### src/rtl/mdnf_sweep_ctrl_if.sv
// Sweep controller bus: start/abort from the test master, x/z to the function under test, results out.
// Latency: none, wiring only.
// Backpressure: none; start is a level request, results hold until the next accepted sweep.
interface mdnf_sweep_ctrl_if #(
    parameter int N_IN = 4
);
    logic                 start;
    logic                 abort;
    logic                 z_in;
    logic [N_IN-1:0]      x_out;
    logic                 busy;
    logic                 done;
    logic                 pass;
    logic [2**N_IN-1:0]   tt_out;
    logic [N_IN:0]        err_cnt;
    logic [N_IN-1:0]      first_err_idx;
    logic                 first_err_vld;

    // Test/config master plus the function under test: drives requests and z, observes results.
    modport master (
        output start, abort, z_in,
        input  x_out, busy, done, pass, tt_out, err_cnt, first_err_idx, first_err_vld
    );

    // Sweep controller side.
    modport slave (
        input  start, abort, z_in,
        output x_out, busy, done, pass, tt_out, err_cnt, first_err_idx, first_err_vld
    );
endinterface

### src/rtl/mdnf_sweep_ctrl.sv
// Steps a combinational function through every input vector, captures z and compares to a golden table.
// Latency: start sampled at edge t -> done pulse in cycle t+1+2**N_IN*(SETTLE+1).
// Backpressure: start ignored while busy or in DONE (no queuing); abort cancels a sweep in progress.
module mdnf_sweep_ctrl #(
    parameter int                 N_IN   = 4,
    parameter int                 SETTLE = 1,
    parameter logic [2**N_IN-1:0] EXPECT = 16'h0AC5
) (
    input  logic               clk,
    input  logic               rst,
    mdnf_sweep_ctrl_if.slave   bus
);
    localparam logic [1:0] S_IDLE   = 2'd0;
    localparam logic [1:0] S_WAIT   = 2'd1;
    localparam logic [1:0] S_SAMPLE = 2'd2;
    localparam logic [1:0] S_DONE   = 2'd3;

    // Settle counter only has to reach SETTLE-1.
    localparam int            CW       = (SETTLE > 1) ? $clog2(SETTLE) : 1;
    localparam logic [CW-1:0] CNT_LAST = CW'(SETTLE - 1);
    localparam logic [CW-1:0] CNT_ONE  = CW'(1);
    localparam logic [N_IN-1:0] IDX_LAST = '1;
    localparam logic [N_IN-1:0] IDX_ONE  = N_IN'(1);
    localparam logic [N_IN:0]   ERR_ONE  = (N_IN + 1)'(1);

    logic [1:0]          r_state;
    logic [CW-1:0]       r_cnt;
    logic [N_IN-1:0]     r_idx;
    logic                r_busy;
    logic                r_done;
    logic                r_pass;
    logic [2**N_IN-1:0]  r_tt;
    logic [N_IN:0]       r_err_cnt;
    logic [N_IN-1:0]     r_first_idx;
    logic                r_first_vld;

    logic                w_mis;

    assign w_mis = (bus.z_in != EXPECT[r_idx]);

    assign bus.x_out         = r_idx;
    assign bus.busy          = r_busy;
    assign bus.done          = r_done;
    assign bus.pass          = r_pass;
    assign bus.tt_out        = r_tt;
    assign bus.err_cnt       = r_err_cnt;
    assign bus.first_err_idx = r_first_idx;
    assign bus.first_err_vld = r_first_vld;

    // Sweep sequencer: IDLE -> (WAIT x SETTLE, SAMPLE) per vector -> DONE -> IDLE.
    always_ff @(posedge clk) begin
        if (rst) begin
            r_state     <= S_IDLE;
            r_cnt       <= '0;
            r_idx       <= '0;
            r_busy      <= 1'b0;
            r_done      <= 1'b0;
            r_pass      <= 1'b0;
            r_tt        <= '0;
            r_err_cnt   <= '0;
            r_first_idx <= '0;
            r_first_vld <= 1'b0;
        end else begin
            r_done <= 1'b0;
            case (r_state)
                S_IDLE: begin
                    // Results from the previous sweep stay visible until a new sweep is accepted.
                    if (bus.start) begin
                        r_state     <= S_WAIT;
                        r_idx       <= '0;
                        r_cnt       <= '0;
                        r_busy      <= 1'b1;
                        r_tt        <= '0;
                        r_err_cnt   <= '0;
                        r_pass      <= 1'b0;
                        r_first_idx <= '0;
                        r_first_vld <= 1'b0;
                    end
                end
                S_WAIT: begin
                    if (bus.abort) begin
                        r_state <= S_IDLE;
                        r_busy  <= 1'b0;
                        r_idx   <= '0;
                        r_cnt   <= '0;
                        r_pass  <= 1'b0;
                    end else if (r_cnt == CNT_LAST) begin
                        r_state <= S_SAMPLE;
                    end else begin
                        r_cnt <= r_cnt + CNT_ONE;
                    end
                end
                S_SAMPLE: begin
                    // Partial table and error count survive an abort for debug.
                    if (bus.abort) begin
                        r_state <= S_IDLE;
                        r_busy  <= 1'b0;
                        r_idx   <= '0;
                        r_cnt   <= '0;
                        r_pass  <= 1'b0;
                    end else begin
                        r_tt[r_idx] <= bus.z_in;
                        if (w_mis) begin
                            r_err_cnt <= r_err_cnt + ERR_ONE;
                            if (!r_first_vld) begin
                                r_first_idx <= r_idx;
                                r_first_vld <= 1'b1;
                            end
                        end
                        if (r_idx == IDX_LAST) begin
                            r_state <= S_DONE;
                            r_busy  <= 1'b0;
                            r_idx   <= '0;
                        end else begin
                            r_idx   <= r_idx + IDX_ONE;
                            r_cnt   <= '0;
                            r_state <= S_WAIT;
                        end
                    end
                end
                S_DONE: begin
                    // err_cnt already includes the last sample here.
                    r_done  <= 1'b1;
                    r_pass  <= (r_err_cnt == '0);
                    r_state <= S_IDLE;
                end
                default: r_state <= S_IDLE;
            endcase
        end
    end
endmodule

### src/flat_wrapper.sv
// flat-port wrapper written by rule: the top's interface ports become plain ports
module mdnf_sweep_ctrl_flat 
#(
    parameter int                 N_IN   = 4,
    parameter int                 SETTLE = 1,
    parameter logic [2**N_IN-1:0] EXPECT = 16'h0AC5
)
  (clk, rst, bus_start, bus_abort, bus_z_in, bus_x_out, bus_busy, bus_done, bus_pass, bus_tt_out, bus_err_cnt, bus_first_err_idx, bus_first_err_vld);
  mdnf_sweep_ctrl_if #(.N_IN(N_IN)) bus_i ();
  input  logic clk;
  input  logic rst;
  input wire logic [$bits(bus_i.start)-1:0] bus_start;
  input wire logic [$bits(bus_i.abort)-1:0] bus_abort;
  input wire logic [$bits(bus_i.z_in)-1:0] bus_z_in;
  output wire logic [$bits(bus_i.x_out)-1:0] bus_x_out;
  output wire logic [$bits(bus_i.busy)-1:0] bus_busy;
  output wire logic [$bits(bus_i.done)-1:0] bus_done;
  output wire logic [$bits(bus_i.pass)-1:0] bus_pass;
  output wire logic [$bits(bus_i.tt_out)-1:0] bus_tt_out;
  output wire logic [$bits(bus_i.err_cnt)-1:0] bus_err_cnt;
  output wire logic [$bits(bus_i.first_err_idx)-1:0] bus_first_err_idx;
  output wire logic [$bits(bus_i.first_err_vld)-1:0] bus_first_err_vld;
  assign bus_i.start = bus_start;
  assign bus_i.abort = bus_abort;
  assign bus_i.z_in = bus_z_in;
  assign bus_x_out = bus_i.x_out;
  assign bus_busy = bus_i.busy;
  assign bus_done = bus_i.done;
  assign bus_pass = bus_i.pass;
  assign bus_tt_out = bus_i.tt_out;
  assign bus_err_cnt = bus_i.err_cnt;
  assign bus_first_err_idx = bus_i.first_err_idx;
  assign bus_first_err_vld = bus_i.first_err_vld;
  mdnf_sweep_ctrl #(.N_IN(N_IN), .SETTLE(SETTLE), .EXPECT(EXPECT)) u_core (.clk(clk), .rst(rst), .bus(bus_i));
endmodule
### config.mk
export PLATFORM = sky130hd
export DESIGN_NAME = mdnf_sweep_ctrl_flat
export DESIGN_NICKNAME = d
export VERILOG_FILES = /design/src/rtl/mdnf_sweep_ctrl_if.sv /design/src/rtl/mdnf_sweep_ctrl.sv /design/src/flat_wrapper.sv
export SDC_FILE = /design/constraint.sdc
export NUM_CORES = 1
export LEC_CHECK = 0
export ABC_AREA = 1
export CAP_MARGIN = 40
export CORE_MARGIN = 5
export CORE_UTILIZATION = 50
export CTS_CLUSTER_DIAMETER = 80
export CTS_CLUSTER_SIZE = 16
export DETAILED_ROUTE_END_ITERATION = 12
export GPL_TIMING_DRIVEN = 0
export PLACE_DENSITY = 0.76
export SYNTH_ARGS = -nofsm -noshare
export SYNTH_HDL_FRONTEND = slang
export SYNTH_SLANG_ARGS = --single-unit
### constraint.sdc
create_clock -name clk -period 1.9 [get_ports clk]
set_input_delay 0.38 -clock clk [delete_from_list [all_inputs] [get_ports clk]]
set_output_delay 0.38 -clock clk [all_outputs]
set_load 0.03 [all_outputs]
==> results.md, run 1 <==
* DR vias/cell at 5.08
* Pre-CTS setup slack at -0.126 ns
* P per Cell Area at 664 nW/um^2
* Share of layout cells above drive strength 1 at 6.67%
* Num rows at 22
* Worst path max stage delay at 0.71 ns
* Cell-internal power at 1.14 mW
* Asr flop ratio synth at 0%
* Final period util at 96.1%
* Top delay family on crit path: buffers and inverters
* Initial antenna violation count at 0
* Final setup TNS at 0 ns
* Status: finished, final reports clean
* Drt first pass iters at 4
* Finished Cell Area at 2410 sq um
* Die width at 71.1 um
* Critical path depth at 1
* Placed cell areas at 2300 sq um
* Yosys reg bits at 36
* Fillers at 338
* Worst vdd ir at 0.000641 V
* Switching pwr at 0.457 mW
* Setup crit end: bus_x_out[1]
* Clk pwr share at 35.5%
* Vias in the first global route at 1684
* Number of library cell types mapped by synthesis at 25
* Final Wtd Congestion at 0.860
* Maximum clock path buffer count at 2
* Synth warnings at 0
* Mean Syn Cell Area at 6.92 sq um
* Finished Layout Cells at 363
* Area grow syn2layout at 28.9%
* Seq/Total Area, Yosys at 38.6%
* Setup slack, reg-to-reg at 0.17 ns
* Hold Path Class: register to register
* Overall power at 1.60 mW
* Routed via count at 1844
* Slowest-stage cell, CP: clkdlybuf4s50_1
* Sink Count at 36
* Final core occ at 66.3%
* Worst EP arrival at 1.45 ns
* Detailed Place HPWL at 3250 um
* CTS tree: yes
* LEAKAGE at 1.02 nW
* H-tree Lvls at 2
* Actual slew at the worst max-slew pin at 0.550 ns
* Largest net degree at the start of global routing at 12
* Max Clk Rate at 548 MHz
* Cell with the most instances after synthesis: nand2_1
* Synth cell count leaders: nand2_1 (69), dfxtp_1 (36), a21oi_1 (31), inv_1 (30), nor2_1 (29)
* Nets at 330
* Area leader, netlist: dfxtp_1
* Finish-stage setup viols at 0
* Final Skew at 0.00345 ns
* Starting Density at 51.4%
* Logic pwr share at 15.6%
* IO Count at 38
* Post-Syn Area at 1870 sq um
* Slew HR at 63.3%
* Final WL at 4400 um
* R2r worst-path depth at 8
* Worst Path Required at 1.52 ns
* CTS Buf Count at 5
* RSZ-0062 raised after global routing: false
* Initial detailed-routing violation count at 104
* ANT cells at 0
* FF-to-FF Start: u_core.r_state[0]$_SDFFE_PP0N_
* Flop pwr share at 48.9%
* Buffers plus inverters on the worst setup path at 1
* # hold bufs at CTS at 0
* Cells after DPL at 355
* Critical-path cell list: clkdlybuf4s50_1
* WL per Instance at 12.1 um
* # resized after CTS at 0
* Post-layout worst setup margin at 0.0737 ns
* CP startpoint: u_core.bus.x_out[1]$_SDFFE_PP0N_
* Slew Viols, Final at 0
* Clk root buf: clkbuf_8
* Grt ovf at 0
* Remaining antenna violation count after routing at 0
* Worst r2r dst: u_core.bus.tt_out[0]$_SDFFE_PP0P_
* Total GRT Usage at 18.2%
* Drt drc at 0
* Tmin final at 1.83 ns
* Kind of critical path: register to primary output
* Worst-path clk slew at 0.07 ns
* Mapped Nets at 286
* Chip height at 71.1 um
* Synth top area share at 38.6%
* CP Launch Type: register
* Endpoints failing hold at 0
* Max FO, Critical Path at 6
* Switching Fraction at 28.6%
* Crit end category: primary output
* Worst skew pair latency at 0.29 ns
* WHS at 0.463 ns
* Area contributors post-synth: dfxtp_1 (39%), nand2_1 (14%), a21oi_1 (8.3%), ha_1 (7.4%), o21ai_0 (6.2%)
* Postcts setup bufs at 0
* Number of synthesized flops with an enable pin at 0
* Syn Inst Count at 270
* Maxcap violations at 0
* Most used DFF post-synth: dfxtp_1
* First-pass GRT wire length at 7360 um
* Core Region at 3630 sq um
* Port Buffers at 37
* Die ar. at 5060 sq um
## cell usage in the layout (no fill, tap or decap)
cell,count
a21oi_1,31
a31oi_1,1
buf_4,1
buf_6,1
clkbuf_1,4
clkbuf_2,1
clkbuf_4,1
clkbuf_8,6
clkdlybuf4s50_1,34
clkinvlp_4,1
dfxtp_1,36
dlymetal6s2s_1,3
ha_1,11
inv_1,30
inv_2,2
nand2_1,69
nand2_2,2
nand2_4,1
nand3_1,11
nand3_2,1
nand4_1,7
nor2_1,29
nor2_2,1
nor2_4,1
nor3_4,1
nor4_1,1
o211ai_1,1
o21ai_0,22
o21ai_1,2
o21ai_2,1
xor2_1,2
## how the worst min path moves through the flow
stage	start	end	slack (ns)	depth (start not counted)
final	u_core.bus.tt_out[10]$_SDFFE_PP0P_	u_core.bus.tt_out[10]$_SDFFE_PP0P_	0.46	2
after global routing	u_core.bus.first_err_idx[1]$_SDFFE_PP0P_	u_core.bus.first_err_idx[1]$_SDFFE_PP0P_	0.47	2
after CTS	u_core.bus.first_err_idx[1]$_SDFFE_PP0P_	u_core.bus.first_err_idx[1]$_SDFFE_PP0P_	0.46	2
after detailed placement	u_core.bus.first_err_idx[3]$_SDFFE_PP0P_	u_core.bus.first_err_idx[3]$_SDFFE_PP0P_	0.45	2
after global placement	u_core.bus.tt_out[11]$_SDFFE_PP0P_	u_core.bus.tt_out[11]$_SDFFE_PP0P_	0.45	2
after floorplan	u_core.r_state[1]$_SDFFE_PP0N_	u_core.r_state[1]$_SDFFE_PP0N_	0.48	2
## sequential cells by signal, summed over array words and instances, names as in the netlist, named ones only
register                  cells
u_core.bus.busy               1
u_core.bus.first_err_vld      1
u_core.r_state                2
u_core.bus.tt_out            16
u_core.bus.first_err_idx      4
u_core.bus.pass               1
u_core.bus.err_cnt            5
u_core.bus.x_out              4
u_core.bus.done               1
## layout make-up
| class | count | area, sq um | share of cell area (%) |
|---|---|---|---|
| Sequential cell | 36 | 721 | 29.9 |
| Tap cell | 48 | 60.1 | 2.49 |
| Clock inverter | 1 | 7.51 | 0.312 |
| Multi-Input combinational cell | 195 | 993 | 41.2 |
| Clock buffer | 7 | 86.3 | 3.58 |
| Timing Repair Buffer | 37 | 378 | 15.7 |
| Buffer | 7 | 42.5 | 1.77 |
| Inverter | 32 | 120 | 4.99 |
## power by group through the flow
stage	sequential (mW)	combinational, mW	clock [mW]
floorplan	0.812	0.159	0
global placement	0.799	0.240	0
detailed placement	0.800	0.243	0
CTS	0.782	0.245	0.583
global route	0.785	0.281	0.614
finish	0.782	0.250	0.567
## cells by family after synthesis
family / Yosys count / share of synthesized area (%)
AOI/OAI and AO/OA: 58 / 15.9
xor gates and xnor gates: 2 / 0.938
DFF: 36 / 38.6
buffers and inverters: 39 / 8.51
adders and majority gates: 11 / 7.37
and+or+nand+nor: 124 / 28.7
## metal layers
metal / global-route usage [%] / wire length (um) / up-vias
li1: - / - / 960
met1: 23.1 / 2030 / 829
met2: 29.9 / 2070 / 49
met3: 4.97 / 255 / 6
met4: 6.26 / 49 / 0
met5: 0 / 0 / -
Note: power is estimated with default switching activity, not from simulation.
==> run 2, diff against run 1 <==
Settings changed: CORE_UTILIZATION 50 to 30, PLACE_DENSITY 0.76 to 0.49.
==> run 2 against run 1 <==
Effect of this change: sequential power is essentially flat; largest power group unchanged; combinational power is essentially flat; maximum frequency grew 1.3%; sequential share of layout area shrank 0.42 points; core utilization shrank 25 points; clock power grew 4.6%; via count shrank 2.6%; final area grew 1.6%; first-iteration DRC count shrank 36%.
==> results.md, run 2 (same netlist as run 1, synthesis figures left out) <==
* # hold bufs at CTS at 0 (unchanged)
* Hold Path Class: register to register
* Drt first pass iters at 4 (unchanged)
* Max FO, Critical Path at 6 (unchanged)
* Final period util at 94.9% (-1.2 points)
* RSZ-0062 raised after global routing: false
* Finished Layout Cells at 392 (+8.0%)
* Finish-stage setup viols at 0 (unchanged)
* Crit end category: primary output
* First-pass GRT wire length at 8320 um (+13%)
* Final WL at 4950 um (+12%)
* Max Clk Rate at 554 MHz (+1.3%)
* Max reg flops at 16 (unchanged)
* Share of layout cells above drive strength 1 at 7.26% (+0.59 points)
* Status: finished, final reports clean
* FF-to-FF Start: u_core.r_state[1]$_SDFFE_PP0N_
* Initial detailed-routing violation count at 67 (-36%)
* Slew Viols, Final at 0 (unchanged)
* Port Buffers at 37 (unchanged)
* WHS at 0.465 ns (+0.00129 ns)
* Overall power at 1.63 mW (+1.8%)
* Worst EP arrival at 1.42 ns (-0.03 ns)
* Die width at 88.9 um (+25%)
* Final Skew at 0.00628 ns (+0.00284 ns)
* Num rows at 28 (+27%)
* Worst hold start: u_core.bus.tt_out[13]$_SDFFE_PP0P_
* Kind of critical path: register to primary output
* Slowest-stage cell, CP: clkdlybuf4s50_1
* IO Count at 38 (unchanged)
* Actual slew at the worst max-slew pin at 0.569 ns (+0.0188 ns)
* CP startpoint: u_core.bus.err_cnt[2]$_SDFFE_PP0P_
* Commonest non-fill, non-tap cell in the layout: nand2_1
* WL per Instance at 12.6 um (+4.2%)
* Area grow syn2layout at 31.0%
* ANT cells at 0 (unchanged)
* Core Region at 5990 sq um (+65%)
* Clk root buf: clkbuf_8
* Sink Count at 36 (unchanged)
* Remaining antenna violation count after routing at 0 (unchanged)
* Die ar. at 7900 sq um (+56%)
* CTS tree: yes
* Final core occ at 40.9% (-25 points)
* Routed via count at 1796 (-2.6%)
* Endpoints failing hold at 0 (unchanged)
* Most frequent cells in the layout: nand2_1 (69), dfxtp_1 (35), clkdlybuf4s50_1 (33), a21oi_1 (31), inv_1 (30)
* Final Wtd Congestion at 0.806 (-6.4%)
* Cells after DPL at 382 (+7.6%)
* Maxcap violations at 0 (unchanged)
* Slew HR at 62.0% (-1.3 points)
* Maximum clock path buffer count at 2 (unchanged)
* Nets at 332 (+0.61%)
* P per Cell Area at 665 nW/um^2 (+0.21%)
* Grt ovf at 0 (unchanged)
* LEAKAGE at 1.01 nW (-0.61%)
* Starting Density at 31.2% (-20 points)
* Worst-path clk slew at 0.08 ns (about the same)
* Worst skew pair latency at 0.30 ns (about the same)
* Detailed Place HPWL at 3680 um (+13%)
* DR vias/cell at 4.58 (-9.8%)
* Fillers at 645 (+91%)
* Critical-path cell list: clkdlybuf4s50_1
* Worst Path Required at 1.52 ns (about the same)
* Worst path max stage delay at 0.71 ns (about the same)
* Drt drc at 0 (unchanged)
* Chip height at 88.9 um (+25%)
* Final setup TNS at 0 ns (unchanged)
* Tmin final at 1.80 ns (-0.0229 ns)
* Vias in the first global route at 1777 (+5.5%)
* Top delay family on crit path: buffers and inverters
* Buffers plus inverters on the worst setup path at 1 (unchanged)
* Total GRT Usage at 13.6% (-4.7 points)
* CP Launch Type: register
* Initial antenna violation count at 0 (unchanged)
* Largest net degree at the start of global routing at 11 (-1)
* CTS Buf Count at 5 (unchanged)
* H-tree Lvls at 2 (unchanged)
* Worst vdd ir at 0.000330 V (-48%)
==> run 2: cell types whose count changed in the layout (fill, tap and decap cells not counted), sizes merged <==
cell / previous run / this run
buf: 2 / 4
dlygate4sd2: 0 / 2
dlymetal6s2s: 3 / 2
clkinvlp: 1 / 0
clkdlybuf4s50: 34 / 33
clkbuf: 12 / 13
==> run 2: where the power goes <==
part	switching [mW]	internal [mW]
Combinational	0.173	0.0790
Clock	0.296	0.296
Sequential	0.0154	0.768
==> run 2: tightest hold or removal path, delay by kind of cell, from the launching register on <==
| kind | cells | cell delay (ns) |
|---|---|---|
| and+or+nand+nor | 1 | 0.06 |
| AOI/OAI and AO/OA | 1 | 0.05 |
| DFF | 1 | 0.31 |
==> run 2: metal layers <==
layer	wire, um	global-route usage [%]
met5	0	0
met4	74	4.53
met3	217	3.04
met2	2190	22.7
met1	2470	17.3
==> run 2: repair_timing <==
item,4_1_cts,5_1_grt
setup buffers,0,2
pin swaps,0,1
gates resized for setup,3,6
endpoints found under the setup margin,3,22
==> run 2: cell type report <==
cell class	instances	area, sq um	share of cell area [%]
Tap cell	75	93.8	3.83
Buffer	7	42.5	1.74
Clock buffer	8	90.1	3.68
Inverter	32	120	4.91
Timing Repair Buffer	39	388	15.8
Sequential cell	36	722	29.5
Multi-Input combinational cell	195	991	40.5
==> run 2: path summary, 6_finish.rpt <==
kind | endpoint | slack, ns | depth (start not counted)
worst max-delay path | bus_err_cnt[2] | 0.1 | 1
worst min-delay path | u_core.bus.tt_out[13]$_SDFFE_PP0P_ | 0.46 | 2
worst max register to register | register | 0.14 | 8
worst min register to register | u_core.bus.tt_out[13]$_SDFFE_PP0P_ | 0.46 | 2
==> run 2: through the flow <==
stage | worst slack [ns] | cell area, sq um
finish | 0.0966 | 2450
global route | 0.00320 | 2450
CTS | 0.00789 | 2420
detailed placement | -0.168 | 2330
global placement | -0.159 | 2330
floorplan | 0.351 | 1870
==> run 3, diff against run 2 <==
Settings changed: PLACE_DENSITY 0.49 to 0.51.
Clock period 1.9 ns to 1.6 ns, I/O delays scaled along.
==> run 3 against run 2 <==
Effect of this change: die area did not move; setup slack got worse by 0.059 ns; final area increased by 3.6%; critical path depth increased by 8; highest routed layer unchanged; critical path type is now register to register; sequential share of layout area shrank 0.74 points; global-route usage fell by 0.17 points; routed wire length is 1.9% higher; power up 22%.
==> results.md, run 3 (same netlist as run 1, synthesis figures left out) <==
* Status: finished, final reports clean
* Kind of critical path: register to register
* Num rows at 28 (unchanged)
* Port Buffers at 37 (unchanged)
* Hold Path Class: register to register
* R2r worst-path depth at 9 (+1)
* Die ar. at 7900 sq um (unchanged)
* Max Clk Rate at 640 MHz
* Drt drc at 0 (unchanged)
* Slew Viols, Final at 0 (unchanged)
* Final Skew at 0.00695 ns (+0.000670 ns)
* Final WL at 5040 um (+1.9%)
* Layer with the highest usage: met2
* WHS at 0.459 ns (-0.00515 ns)
* LEAKAGE at 1.19 nW (+18%)
* Grt ovf at 0 (unchanged)
* Register Area at 729 sq um (+1.0%)
* CTS tree: yes
* Max reg flops at 16 (unchanged)
* Final period util at 97.7%
* Share of layout cells above drive strength 1 at 14.7% (+7.5 points)
* Largest net degree at the start of global routing at 11 (unchanged)
* Detailed Place HPWL at 3670 um (-0.41%)
* Grt met2 use at 22.0% (-0.67 points)
* Slew HR at 63.9% (+1.9 points)
* Most frequent cells in the layout: nand2_1 (65), dfxtp_1 (33), dlygate4sd2_1 (32), a21oi_1 (29), nor2_1 (28)
* Maxcap violations at 0 (unchanged)
* Vias in the first global route at 1764 (-0.73%)
* DR vias/cell at 4.71 (+2.9%)
* CP Launch Type: register
* Tmin final at 1.56 ns
* Nets at 335 (+0.90%)
* Commonest non-fill, non-tap cell in the layout: nand2_1
* Worst Path Required at 1.81 ns (+0.29 ns)
* Starting Density at 31.2% (unchanged)
* Maximum clock path buffer count at 2 (unchanged)
* Die width at 88.9 um (unchanged)
* Area grow syn2layout at 35.8%
* ANT cells at 0 (unchanged)
* Crit end category: register
* Max FO, Critical Path at 6 (unchanged)
* H-tree Lvls at 2 (unchanged)
* P per Cell Area at 780 nW/um^2 (+17%)
* # hold bufs at CTS at 0 (unchanged)
* Final Wtd Congestion at 0.802 (-0.43%)
* Met3 Resource Use GR at 4.98% (+1.9 points)
* Total GRT Usage at 13.4% (-0.17 points)
* Worst EP arrival at 1.77 ns (+0.35 ns)
* Overall power at 1.98 mW (+22%)
* Finish-stage setup viols at 0 (unchanged)
* Routed via count at 1857 (+3.4%)
* Clk root buf: clkbuf_8
* Sink Count at 36 (unchanged)
* IO Count at 38 (unchanged)
* Core Region at 5990 sq um (unchanged)
* Worst vdd ir at 0.000402 V (+22%)
* Multi-input gate area at 1060 sq um (+7.4%)
* Fillers at 655 (+1.6%)
* WL per Instance at 12.8 um (+1.4%)
* Worst-path clk slew at 0.07 ns (about the same)
* Worst skew pair latency at 0.29 ns (about the same)
* CTS Buf Count at 5 (unchanged)
* Initial detailed-routing violation count at 42 (-37%)
* Chip height at 88.9 um (unchanged)
* Actual slew at the worst max-slew pin at 0.541 ns (-0.0284 ns)
* Remaining antenna violation count after routing at 0 (unchanged)
* First-pass GRT wire length at 8200 um (-1.5%)
* RSZ-0062 raised after global routing: true
* Drt first pass iters at 4 (unchanged)
* Initial antenna violation count at 0 (unchanged)
* Endpoints failing hold at 0 (unchanged)
* GRT met1 Usage at 16.8% (-0.45 points)
* Cell depth of the worst hold path at 2 (unchanged)
run 3: where the power goes:
| part | internal, mW | switching, mW |
|---|---|---|
| clock | 0.384 | 0.319 |
| combinational | 0.120 | 0.225 |
| sequential | 0.911 | 0.0203 |
| total | 1.41 | 0.563 |
run 3: stage by stage:
step	std cells	utilization (%)	area, sq um	setup WS [ns]	setup TNS, ns
after floorplan	270	-	1870	0.0514	0
after global placement	382	38.9	2330	-0.375	-8.20
after detailed placement	382	38.9	2330	-0.371	-7.78
after CTS	390	40.7	2440	0.00326	0
after global routing	394	42.3	2540	-0.0628	-0.760
final	394	42.3	2540	0.0374	0
run 3: worst max-delay path, stage by stage, from the launching register on:
cell and delay, ns:
dfxtp_4 0.37, inv_4 0.07, ha_4 0.15, inv_2 0.05, o21ai_4 0.16, nand2_4 0.11, nor2_4 0.21, buf_4 0.14
nand4_1 0.08, a21oi_1 0.14
run 3: what timing repair did:
| action | CTS | global route |
|---|---|---|
| gates resized for setup | 47 | 27 |
| setup endpoints to repair | 61 | 28 |
| buffers inserted | 1 | 3 |
| pin swaps | 2 | 10 |
| cloned | 0 | 1 |
run 3: per-layer routing:
metal | wire length, um | share of wire [%]
met1 | 2350 | 47
met2 | 2380 | 47
met3 | 277 | 5.5
met4 | 38 | 0.75
met5 | 0 | 0
run 3: worst paths after layout:
check | end | slack [ns] | startpoint
hold reg to reg | u_core.bus.first_err_idx[3]$_SDFFE_PP0P_ | 0.46 | u_core.bus.first_err_idx[3]$_SDFFE_PP0P_
setup / recovery | u_core.bus.first_err_idx[0]$_SDFFE_PP0P_ | 0.04 | u_core.r_state[1]$_SDFFE_PP0N_
hold / removal | u_core.bus.first_err_idx[3]$_SDFFE_PP0P_ | 0.46 | u_core.bus.first_err_idx[3]$_SDFFE_PP0P_
setup reg to reg | u_core.bus.first_err_idx[0]$_SDFFE_PP0P_ | 0.04 | u_core.r_state[1]$_SDFFE_PP0N_
run 3: final cells by class:
type | instances | share of cell area (%)
sequential | 36 | 28.8
multi-input combinational | 195 | 42.0
buffer | 7 | 1.87
tap | 75 | 3.70
clock buffer | 7 | 3.80
inverter | 32 | 5.13
timing repair buffer | 42 | 14.8
